--- config.mk ---
export PLATFORM = sky130hd
export DESIGN_NAME = mod_addsub_seq
export DESIGN_NICKNAME = d
export VERILOG_FILES = /design/src/rtl/mod_addsub_seq.sv
export SDC_FILE = /design/constraint.sdc
export NUM_CORES = 1
export LEC_CHECK = 0
export ABC_CLOCK_PERIOD_IN_PS = 3000
export CAP_MARGIN = 10
export CORE_MARGIN = 2
export CORE_UTILIZATION = 43
export DETAILED_ROUTE_END_ITERATION = 10
export PLACE_DENSITY = 0.69
export SETUP_SLACK_MARGIN = 0.15
export SYNTH_ARGS = -nofsm -noshare
export SYNTH_HDL_FRONTEND = slang
export SYNTH_SLANG_ARGS = --single-unit
--- constraint.sdc ---
create_clock -name clk -period 3 [get_ports clk]
set_clock_uncertainty 0.15 [all_clocks]
set_input_delay 0.6 -clock clk [delete_from_list [all_inputs] [get_ports clk]]
set_output_delay 0.6 -clock clk [all_outputs]
set_load 0.01 [all_outputs]
--- src/rtl/mod_addsub_seq.sv ---
// Modular add/subtract sequencer, (A +/- B) mod M, driving a shared external
// W-bit prefix adder one pass per cycle and applying the modulus correction.
//
// state | meaning
// IDLE  | waiting for a modulus load or a request
// NEGM  | adder computes ~M + 1, captured as negm = 2^W - M
// P1    | add: A + B -> S;   sub: A + ~B -> X
// P2    | add: S + negm, carry picks S or S - M;  sub: X + 1 -> Y, A>=B done
// P3    | sub with A<B: Y + M
// RESP  | result held until rsp_ready
module mod_addsub_seq #(
    parameter int W = 4
) (
    input  logic         clk,
    input  logic         rst,
    input  logic         mod_load,
    input  logic [W-1:0] mod_in,
    output logic         mod_ok,
    output logic         mod_err,
    input  logic         req_valid,
    output logic         req_ready,
    input  logic         req_sub,
    input  logic [W-1:0] req_a,
    input  logic [W-1:0] req_b,
    output logic         rsp_valid,
    input  logic         rsp_ready,
    output logic [W-1:0] rsp_res,
    output logic         rsp_wrap,
    output logic [W-1:0] add_a,
    output logic [W-1:0] add_b,
    input  logic [W:0]   add_sum
);

    typedef enum logic [2:0] {IDLE, NEGM, P1, P2, P3, RESP} state_t;

    localparam logic [W-1:0] ONE = {{(W-1){1'b0}}, 1'b1};

    state_t       state;
    logic [W-1:0] modReg;
    logic [W-1:0] negm;
    logic         subReg;
    logic [W-1:0] aReg;
    logic [W-1:0] bReg;
    logic [W:0]   sReg;
    logic [W-1:0] yReg;
    logic         geMod;

    assign req_ready = (state == IDLE) && mod_ok && !mod_load;

    // In P2 the same carry test serves both paths: add S>=M, sub A>=B.
    assign geMod = sReg[W] | add_sum[W];

    always_comb begin
        add_a = '0;
        add_b = '0;
        case (state)
            NEGM: begin
                add_a = ~modReg;
                add_b = ONE;
            end
            P1: begin
                add_a = aReg;
                add_b = subReg ? ~bReg : bReg;
            end
            P2: begin
                add_a = sReg[W-1:0];
                add_b = subReg ? ONE : negm;
            end
            P3: begin
                add_a = yReg;
                add_b = modReg;
            end
            default: begin
                add_a = '0;
                add_b = '0;
            end
        endcase
    end

    always_ff @(posedge clk or posedge rst) begin
        if (rst) begin
            state     <= IDLE;
            modReg    <= '0;
            negm      <= '0;
            subReg    <= 1'b0;
            aReg      <= '0;
            bReg      <= '0;
            sReg      <= '0;
            yReg      <= '0;
            mod_ok    <= 1'b0;
            mod_err   <= 1'b0;
            rsp_valid <= 1'b0;
            rsp_res   <= '0;
            rsp_wrap  <= 1'b0;
        end else begin
            case (state)
                IDLE: begin
                    if (mod_load) begin
                        // A new modulus invalidates negm until NEGM recomputes it.
                        mod_ok <= 1'b0;
                        if (mod_in[W-1:1] == '0) begin
                            mod_err <= 1'b1;
                        end else begin
                            modReg <= mod_in;
                            state  <= NEGM;
                        end
                    end else if (req_valid && mod_ok) begin
                        subReg <= req_sub;
                        aReg   <= req_a;
                        bReg   <= req_b;
                        state  <= P1;
                    end
                end
                NEGM: begin
                    negm    <= add_sum[W-1:0];
                    mod_ok  <= 1'b1;
                    mod_err <= 1'b0;
                    state   <= IDLE;
                end
                P1: begin
                    sReg  <= add_sum;
                    state <= P2;
                end
                P2: begin
                    yReg <= add_sum[W-1:0];
                    if (!subReg) begin
                        rsp_res   <= geMod ? add_sum[W-1:0] : sReg[W-1:0];
                        rsp_wrap  <= geMod;
                        rsp_valid <= 1'b1;
                        state     <= RESP;
                    end else if (geMod) begin
                        rsp_res   <= add_sum[W-1:0];
                        rsp_wrap  <= 1'b0;
                        rsp_valid <= 1'b1;
                        state     <= RESP;
                    end else begin
                        state <= P3;
                    end
                end
                P3: begin
                    rsp_res   <= add_sum[W-1:0];
                    rsp_wrap  <= 1'b1;
                    rsp_valid <= 1'b1;
                    state     <= RESP;
                end
                RESP: begin
                    if (rsp_ready) begin
                        rsp_valid <= 1'b0;
                        state     <= IDLE;
                    end
                end
                default: state <= IDLE;
            endcase
        end
    end

endmodule

# == After elaboration in Yosys (flattened, before gate mapping) ==
# Cells that the tools add are included.
# totals
latchBits,0
inputBits,23
output_inout_bits,17
rom_bits,0
elab_cells,72
ram_bits,0
memories,0
regBits,37
# classes
n_div,0
n_reduce_logical,16
mux,27
eq_ne,11
magnitude_cmp,0
shift,0
bitwise,5
n_addsub,0
multipliers,0
# op_table
operator,n
4-bit case mux with 4 select lines,2
4-bit 2-to-1 mux,5
3-bit case mux with 5 select lines,1
3-bit AND reduction,5
3-bit 2-to-1 mux,4
1-bit 2-to-1 mux,10
4-bit inverter,2
4-bit case mux with 2 select lines,1
3-bit by 2-bit == test with 1-bit output (second input constant),2
3-bit == test (second input constant),2
3-bit logical NOT,2
3-bit != test (second input constant),2
1-bit case mux with 2 select lines,3
2-bit != test (second input constant),2
2-bit AND reduction,2
2-bit nonzero test,2
3-bit by 1-bit == test with 1-bit output (second input constant),1
1-bit logical AND,3
3-bit by 2-bit != test with 1-bit output (second input constant),1
1-bit case mux with 3 select lines,1
3-bit nonzero test,1
2-bit by 1-bit != test with 1-bit output (second input constant),1
1-bit inverter,2
1-bit logical NOT,1
1-bit OR,1

# == Longest topological paths before layout ==
# Gate-level depths: netlist of run 1.
# depth
ltp_word,4
mapped_depth,5
depth_no_buf,3

# == Worst setup path before layout of run 1 ==
# Ideal clock, no wire load.
# synth_path
path_type,flip-flop to output port
start,register state[2]
end,output add_b[0]
stages_incl_launch_ff,6
path_buffers,2
required_time_ps,2250
arrival_time_ps,1389
path_slack_ps,861
path_cell_list,dfrtp_1 -> buf_6 -> or3b_2 -> clkbuf_1 -> o21ai_0 -> a211o_1
# synth_via
elab_chain_len,2
word_cells_on_any_way,5
cone_classes,eq/ne (4); mux (1)
# synth_rtl
element,line_no,source
start: declaration,38,state_t state;
start signal: assignment,82,state <= IDLE;
start signal: assignment,105,state <= NEGM;
start signal: assignment,111,state <= P1;
3-bit == test (tied with other cells),56,case (state)
4-bit case mux with 4 select lines (*),56,
end: declaration,30,"output logic [W-1:0] add_b,"
# Mark *: on every way between the ends. The rest lies on a longest branch, timed or not.

# == Worst setup path after layout of run 1 ==
# layout_path
start,register state[1]
end,output add_b[3]
# The elaborated chain is that of the path after synthesis.

==> results of run 1 <==
==> cell usage after synthesis, types with 3 or more instances <==
cell / instances / share of area
a211oi_1: 4 / 0.016
a22oi_1: 6 / 0.023
a31oi_1: 4 / 0.013
buf_2: 5 / 0.013
clkbuf_1: 5 / 0.0097
dfrtp_1: 37 / 0.48
inv_1: 3 / 0.0058
mux2_2: 16 / 0.094
nand2_1: 37 / 0.072
nand2b_1: 5 / 0.016
nand3_1: 5 / 0.013
nand3b_1: 3 / 0.012
nor2_1: 6 / 0.012
nor2b_1: 3 / 0.0097
o21a_1: 3 / 0.012
o21ai_0: 9 / 0.023
o2bb2ai_1: 3 / 0.014
xor2_1: 3 / 0.014
==> layout by cell type (no fill, tap or decap), types with 2 or more instances in the layout <==
cell             Yosys  final
nand2_1             37     37
dfrtp_1             37     34
clkdlybuf4s50_1      0     34
mux2_2              16     16
buf_4                0     15
o21ai_0              9      9
a22oi_1              6      6
nand2b_1             5      5
nand3_1              5      5
nor2_1               6      5
clkbuf_8             0      5
a211oi_1             4      4
a31oi_1              4      4
dlymetal6s2s_1       0      4
nor2b_1              3      3
nand3b_1             3      3
o21a_1               3      3
xor2_1               3      3
o2bb2ai_1            3      3
inv_1                3      3
dfrtp_2              0      3
or2_2                2      2
nor3_1               2      2
nor2_2               1      2
nor3b_2              2      2
a32oi_1              2      2
o211ai_1             2      2
a21oi_1              2      2
clkinv_2             0      2
==> flip-flops by register name, summed over array words and instances (netlist names) <==
register   cells
mod_err        1
negm           4
rsp_wrap       1
rsp_res        4
modReg         4
bReg           4
subReg         1
yReg           4
sReg           5
rsp_valid      1
aReg           4
state          3
mod_ok         1
==> area by class of cell <==
class	instances	area share
Sequential cell	37	0.368
Multi-Input combinational cell	137	0.367
Timing Repair Buffer	54	0.202
Clock buffer	6	0.0287
Tap cell	52	0.0257
Inverter	3	0.00445
Clock inverter	2	0.00396
==> per-layer routing <==
layer,global-route usage,vias up,wire length [um]
met5,0,-,0
met4,0.0776,0,68
met3,0.0499,6,163
met2,0.318,34,2120
met1,0.270,773,2160
li1,-,775,-
==> power by group <==
part	internal, uW	leakage [uW]	switching [uW]
registers	749	0.000434	207
clock network	161	0.0000450	177
logic	689	0.000661	577
==> worst max-delay path: stages (launching register included) <==
cell and delay (ns):
dfrtp_2 0.47, nor2b_1 0.35, a22oi_1 0.18, o2bb2ai_1 0.19, clkdlybuf4s50_1 0.57
==> per-stage QoR <==
stage / instances / hold WS (ns)
CTS: 289 / 0.336
finish: 291 / 0.332
global placement: 278 / 0.311
global route: 291 / 0.351
detailed placement: 278 / 0.317
floorplan: 189 / 0.296
==> final timing paths <==
path,end,slack [ns],cells past startpoint
setup / recovery,add_b[3],0.20,4
hold / removal,yReg[0],0.33,2
setup reg to reg,aReg[1],0.85,5
hold reg to reg,yReg[0],0.33,2
max in group asynchronous,state[0],1.78,3
min in group asynchronous,yReg[2],0.55,3
==> cells by family (layout without fill, tap and decap cells) <==
| kind of cell | after synthesis | in the layout |
|---|---|---|
| AOI/OAI and AO/OA | 42 | 42 |
| xor gates and xnor gates | 3 | 3 |
| and+or+nand+nor | 76 | 76 |
| buffers and inverters | 15 | 65 |
| muxes | 16 | 16 |
| DFF | 37 | 37 |
==> repair_timing <==
item	4_1_cts	5_1_grt
pin swaps	0	1
endpoints found under the hold margin	0	0
setup buffers	3	2
resized for setup	6	5
setup endpoints to repair	7	8
==> summary.txt, run 1 <==
Route
  – DRT iter0 DRCs: 76
  – WL/cell: ~16 um
  – DRT Pass-1 Iters: 4
  – Antenna Nets Post-Route: 0
  – WL final: approximately 4500 um
  – Via count: approximately 1600
  – DRC errors left: 0
  – Vias per cell: between 5 and 6

Timing
  – RSZ-0062 raised after global routing: yes
  – Final worst slack: around 0.2 ns
  – Final setup viols: 0
  – Period utilization: 0.933
  – Crit path time final: between 2 and 3 ns
  – Relative slew margins: 0.685
  – Max-slew violation count: 0
  – Hold Violations, Final: 0
  – Worst slew pin tran: around 0.47 ns
  – Setup_tns: 0 ns
  – Fmax: about 0.36 GHz

Clock network
  – Num CTS Buffers: 5
  – H-tree levels: 2
  – CTS max path bufs: 2
  – Hold buffers post-CTS: 0
  – Worst-path clk slew: 0.08 ns
  – CTS Root Cell: clkbuf_8
  – CTS sink count: 37
  – CTS tree: yes
  – Clock Latency Late Sink: roughly 0.30 ns

Floorplan
  – Starting Density: 0.445
  – Full die area: between 5000 and 6000 sq um
  – Horiz. Die Dim: around 71 um
  – Row cnt: 24
  – Io pins: 40
  – Core region area: roughly 4300 sq um
  – Die H: 70.9 um

Worst setup path
  – Worst setup path startpoint: state[1]
  – Worst setup SP type: flop
  – CP Data Required Time: between 2 and 2.5 ns
  – CP endpoint kind: output port
  – Worst setup path class: flop to output port
  – Crit path max fanout: 10
  – Critical Path AT: a little over 2 ns
  – R2r startpoint: state[2]

Logic synthesis
  – Post-synthesis xor/xnor area fraction: 0.0136
  – Synthesized instance count: approximately 190
  – Synth async-reset ratio: 1.00
  – Post-synth EDFFs: 0
  – Yosys reg bits: 37
  – Simple-Gate Fraction of Synth Area: 0.215
  – Main combinational cell family by area after synthesis: simple AND/OR/NAND/NOR gates
  – Mapped Avg Cell Area: around 10 sq um
  – Synth cell types: 42
  – Mapped Nets: between 200 and 250
  – Mux cell area share after synthesis: 0.0936
  – Yosys warns: 0
  – Top_reg_cell synth: dfrtp_1
  – Sequential fraction of the synthesis area: 0.481
  – Complex-gate fraction of the synthesized area: 0.157
  – Cell area after synthesis: between 1500 and 2000 sq um
  – Synth Area in Adders: 0

Power
  – Maximum vdd drop: between 0.4 and 0.5 mV
  – Tot Pwr: between 2000 and 3000 uW
  – Pleak: between 0.001 and 0.0015 uW
  – Power density over the cells: 1010 nW/um^2

Min path
  – Worst Hold Launch: yReg[0]
  – Min-delay worst type: flop to flop

Global routing
  – Grt ovf: 0
  – Number of global-route vias before repair: 1617
  – All-Layer GR Usage: 0.202
  – Initial antenna violation count: 0
  – First-pass GRT wire length: about 8000 um
  – Largest net degree at the start of global routing: 38

Finish
  – Area taken by flip-flops and latches: ~930 sq um
  – Final instance area: about 2500 sq um
  – Share of cells above drive strength 1: 0.226
  – Post-layout util: 0.585
  – Area of the multi-input gates: 928 sq um
  – Nets@finish: approximately 260
  – P&R area growth vs syn: 31.3%
  – Filler Cells Inserted: 389
  – Diode count: 0

Run status
  – Status: complete, no violations

Placement
  – Placed Area: 2390 sq um
  – HPWL after detailed placement: around 3300 um
  – DP Worst Slack: 0.120 ns
  – RePlAce Congestion: between 0.7 and 0.8
  – IO buf count: 39

Job
  – Max-Cap Viols: 0
(Power assumes the default switching activity.)
==> inputs of run 2 (changes only) <==
--- a/config.mk
+++ b/config.mk
@@ -5,9 +5,9 @@
 export SDC_FILE = /design/constraint.sdc
 export NUM_CORES = 1
 export LEC_CHECK = 0
-export ABC_CLOCK_PERIOD_IN_PS = 3000
 export CAP_MARGIN = 10
-export CORE_MARGIN = 2
+export CORE_ASPECT_RATIO = 1.5
+export CORE_MARGIN = 1
 export CORE_UTILIZATION = 43
 export DETAILED_ROUTE_END_ITERATION = 10
 export PLACE_DENSITY = 0.69
==> run 2 against run 1 <==
Combinational power is 6% higher. Final cell count up 0.34%. Worst setup slack improved by 0.073 ns. Sequential power up 2%. Fmax grew 2.7%. Sequential share of layout area decreased by 1.1 points. Critical endpoint unchanged.
==> summary.txt, run 2 (synthesized netlist as in run 1, its figures left out) <==
Finish
  – Share of cells above drive strength 1: 0.256 (was 0.226)
  – Final non-filler cell total: 292 (was 291)
  – Diode count: 0 (unchanged)
  – Reg with most FFs: sReg (unchanged)
  – Most common cell after layout, fill and taps aside: nand2_1 (unchanged)
  – P&R area growth vs syn: 35.3% (was 31.3%)
  – Nets@finish: 269 (was 261)
  – Most frequent cells in the layout: nand2_1, clkdlybuf4s50_1, dfrtp_1, buf_4, mux2_2 (was nand2_1, dfrtp_1, clkdlybuf4s50_1, mux2_2, buf_4)
  – Largest register FFs: 5 (unchanged)

Timing
  – Final setup viols: 0 (unchanged)
  – Crit path time final: 2.73 ns (was 2.80 ns)
  – RSZ-0062 raised after global routing: no (was yes)
  – Hold Violations, Final: 0 (unchanged)
  – Setup_tns: 0 ns (unchanged)
  – Fmax: 0.367 GHz (was 0.357 GHz)
  – Max-slew violation count: 0 (unchanged)
  – Worst slew pin tran: 0.469 ns (was 0.472 ns)
  – Relative slew margins: 0.688 (was 0.685)
  – Period utilization: 0.909 (was 0.933)

Floorplan
  – Io pins: 40 (unchanged)
  – Core region area: 4250 sq um (was 4320 sq um)
  – Horiz. Die Dim: 56.6 um (was 70.9 um)
  – Starting Density: 0.454 (was 0.445)
  – Full die area: 4760 sq um (was 5030 sq um)
  – Row cnt: 29 (was 24)
  – Die H: 84.0 um (was 70.9 um)

Min path
  – Min-delay worst type: flop to flop (unchanged)

Route
  – Antenna Nets Post-Route: 0 (unchanged)
  – DRT iter0 DRCs: 28 (was 76)
  – WL final: 4540 um (was 4520 um)
  – Via count: 1634 (was 1588)
  – DRC errors left: 0 (unchanged)
  – DRT Pass-1 Iters: 4 (unchanged)
  – WL/cell: 15.5 um (about the same)
  – Vias per cell: 5.60 (was 5.46)

Worst setup path
  – Delay-heaviest family, CP: buffers and inverters (unchanged)
  – CP max stage delay: 0.56 ns (was 0.57 ns)
  – Slowest-stage cell, CP: clkdlybuf4s50_1 (unchanged)
  – Critical Path AT: 1.98 ns (was 2.05 ns)
  – Worst setup SP type: flop (unchanged)
  – CP Buf/Inv Count: 2 (was 1)
  – Sequence of cells on the critical path: buf_4 > nand3b_1 > nor2_2 > o2bb2ai_1 > clkdlybuf4s50_1 (was nor2b_1 > a22oi_1 > o2bb2ai_1 > clkdlybuf4s50_1)
  – CP endpoint kind: output port (unchanged)
  – CP Data Required Time: 2.25 ns (about the same)
  – Crit path max fanout: 9 (was 10)
  – Worst setup path class: flop to output port (unchanged)

Power
  – Pleak: 0.00116 uW (was 0.00114 uW)
  – Maximum vdd drop: 0.600 mV (was 0.484 mV)
  – Power density over the cells: 1020 nW/um^2 (was 1010 nW/um^2)

Job
  – Max-Cap Viols: 0 (unchanged)

Clock network
  – CTS Root Cell: clkbuf_8 (unchanged)
  – CTS max path bufs: 2 (unchanged)
  – CTS sink count: 37 (unchanged)
  – H-tree levels: 2 (unchanged)
  – Hold buffers post-CTS: 0 (unchanged)
  – Num CTS Buffers: 5 (unchanged)
  – CTS tree: yes (unchanged)
  – Clock Latency Late Sink: 0.28 ns (was 0.30 ns)
  – Worst-path clk slew: 0.07 ns (was 0.08 ns)

Run status
  – Status: complete, no violations (unchanged)

Global routing
  – All-Layer GR Usage: 0.212 (was 0.202)
  – First-pass GRT wire length: 7850 um (was 7790 um)
  – Number of global-route vias before repair: 1743 (was 1617)
  – Grt ovf: 0 (unchanged)
  – Largest net degree at the start of global routing: 38 (unchanged)
  – Initial antenna violation count: 0 (unchanged)

Placement
  – RePlAce Congestion: 0.799 (was 0.788)
  – Placed Cells: 273 (was 278)
  – IO buf count: 39 (unchanged)
  – HPWL after detailed placement: 3320 um (was 3350 um)
## run 2: changes by cell type in the layout (fill, tap and decap cells not counted)
cell,delta
nor3b_2,-2
clkdlybuf4s50_1,+1
buf_4,+8
clkbuf_8,+1
nor2b_1,-1
or2_4,+1
dlygate4sd2_1,+1
a22oi_1,-1
dlymetal6s2s_1,-2
a22oi_2,+1
nor3b_4,+2
nor2b_4,+1
clkinv_2,-2
or2_2,-1
## run 2: worst paths after layout
| check | start | end | slack, ns | cells past startpoint |
|---|---|---|---|---|
| min in group asynchronous | rst | subReg | 0.58 | 3 |
| min reg2reg | yReg[3] | yReg[3] | 0.33 | 2 |
| max | state[1] | add_b[3] | 0.27 | 5 |
| max in group asynchronous | rst | state[0] | 1.77 | 3 |
| min | yReg[3] | yReg[3] | 0.33 | 2 |
| max reg2reg | state[0] | bReg[3] | 0.86 | 5 |
## run 2: final cells by class
cell class | instances | area, sq um
repair buffers | 62 | 566
fillers | 365 | 1640
clock buffers | 7 | 86.3
well taps | 46 | 57.6
inverters | 3 | 11.3
multi-input cells | 137 | 956
flip-flops and latches | 37 | 930
## run 2: worst reg2reg max path: stages, from the launching register on
cell and delay (ns):
dfrtp_2 0.48, buf_4 0.19, or4_4 0.51, buf_4 0.17, nor2_8 0.16, mux2_2 0.35
## run 2: power breakdown
part / internal (uW) / switching (uW)
clock network: 182 / 170
registers: 749 / 226
logic: 749 / 587
total: 1680 / 983
## run 2: repair_timing
item,CTS,global route
gates resized for setup,8,8
setup buffers,4,8
endpoints found under the setup margin,9,7
pin swaps,0,1
## run 2: through the flow
step                setup WS, ns  power [uW]   util  hold WS, ns  cell area (sq um)
global route               0.163        2860  0.614        0.370               2610
floorplan                  0.861        1710      -        0.296               1930
finish                     0.273        2660  0.614        0.331               2610
CTS                        0.117        2590  0.593        0.329               2520
global placement           0.150        2180  0.563        0.309               2390
detailed placement         0.134        2200  0.563        0.313               2390
## run 2: metal layers
layer | up-vias | part of all wire | GRT usage
met4 | 0 | 0.023 | 0.0865
met5 | - | 0 | 0
li1 | 791 | - | -
met2 | 34 | 0.53 | 0.366
met1 | 800 | 0.42 | 0.256
met3 | 9 | 0.024 | 0.0372
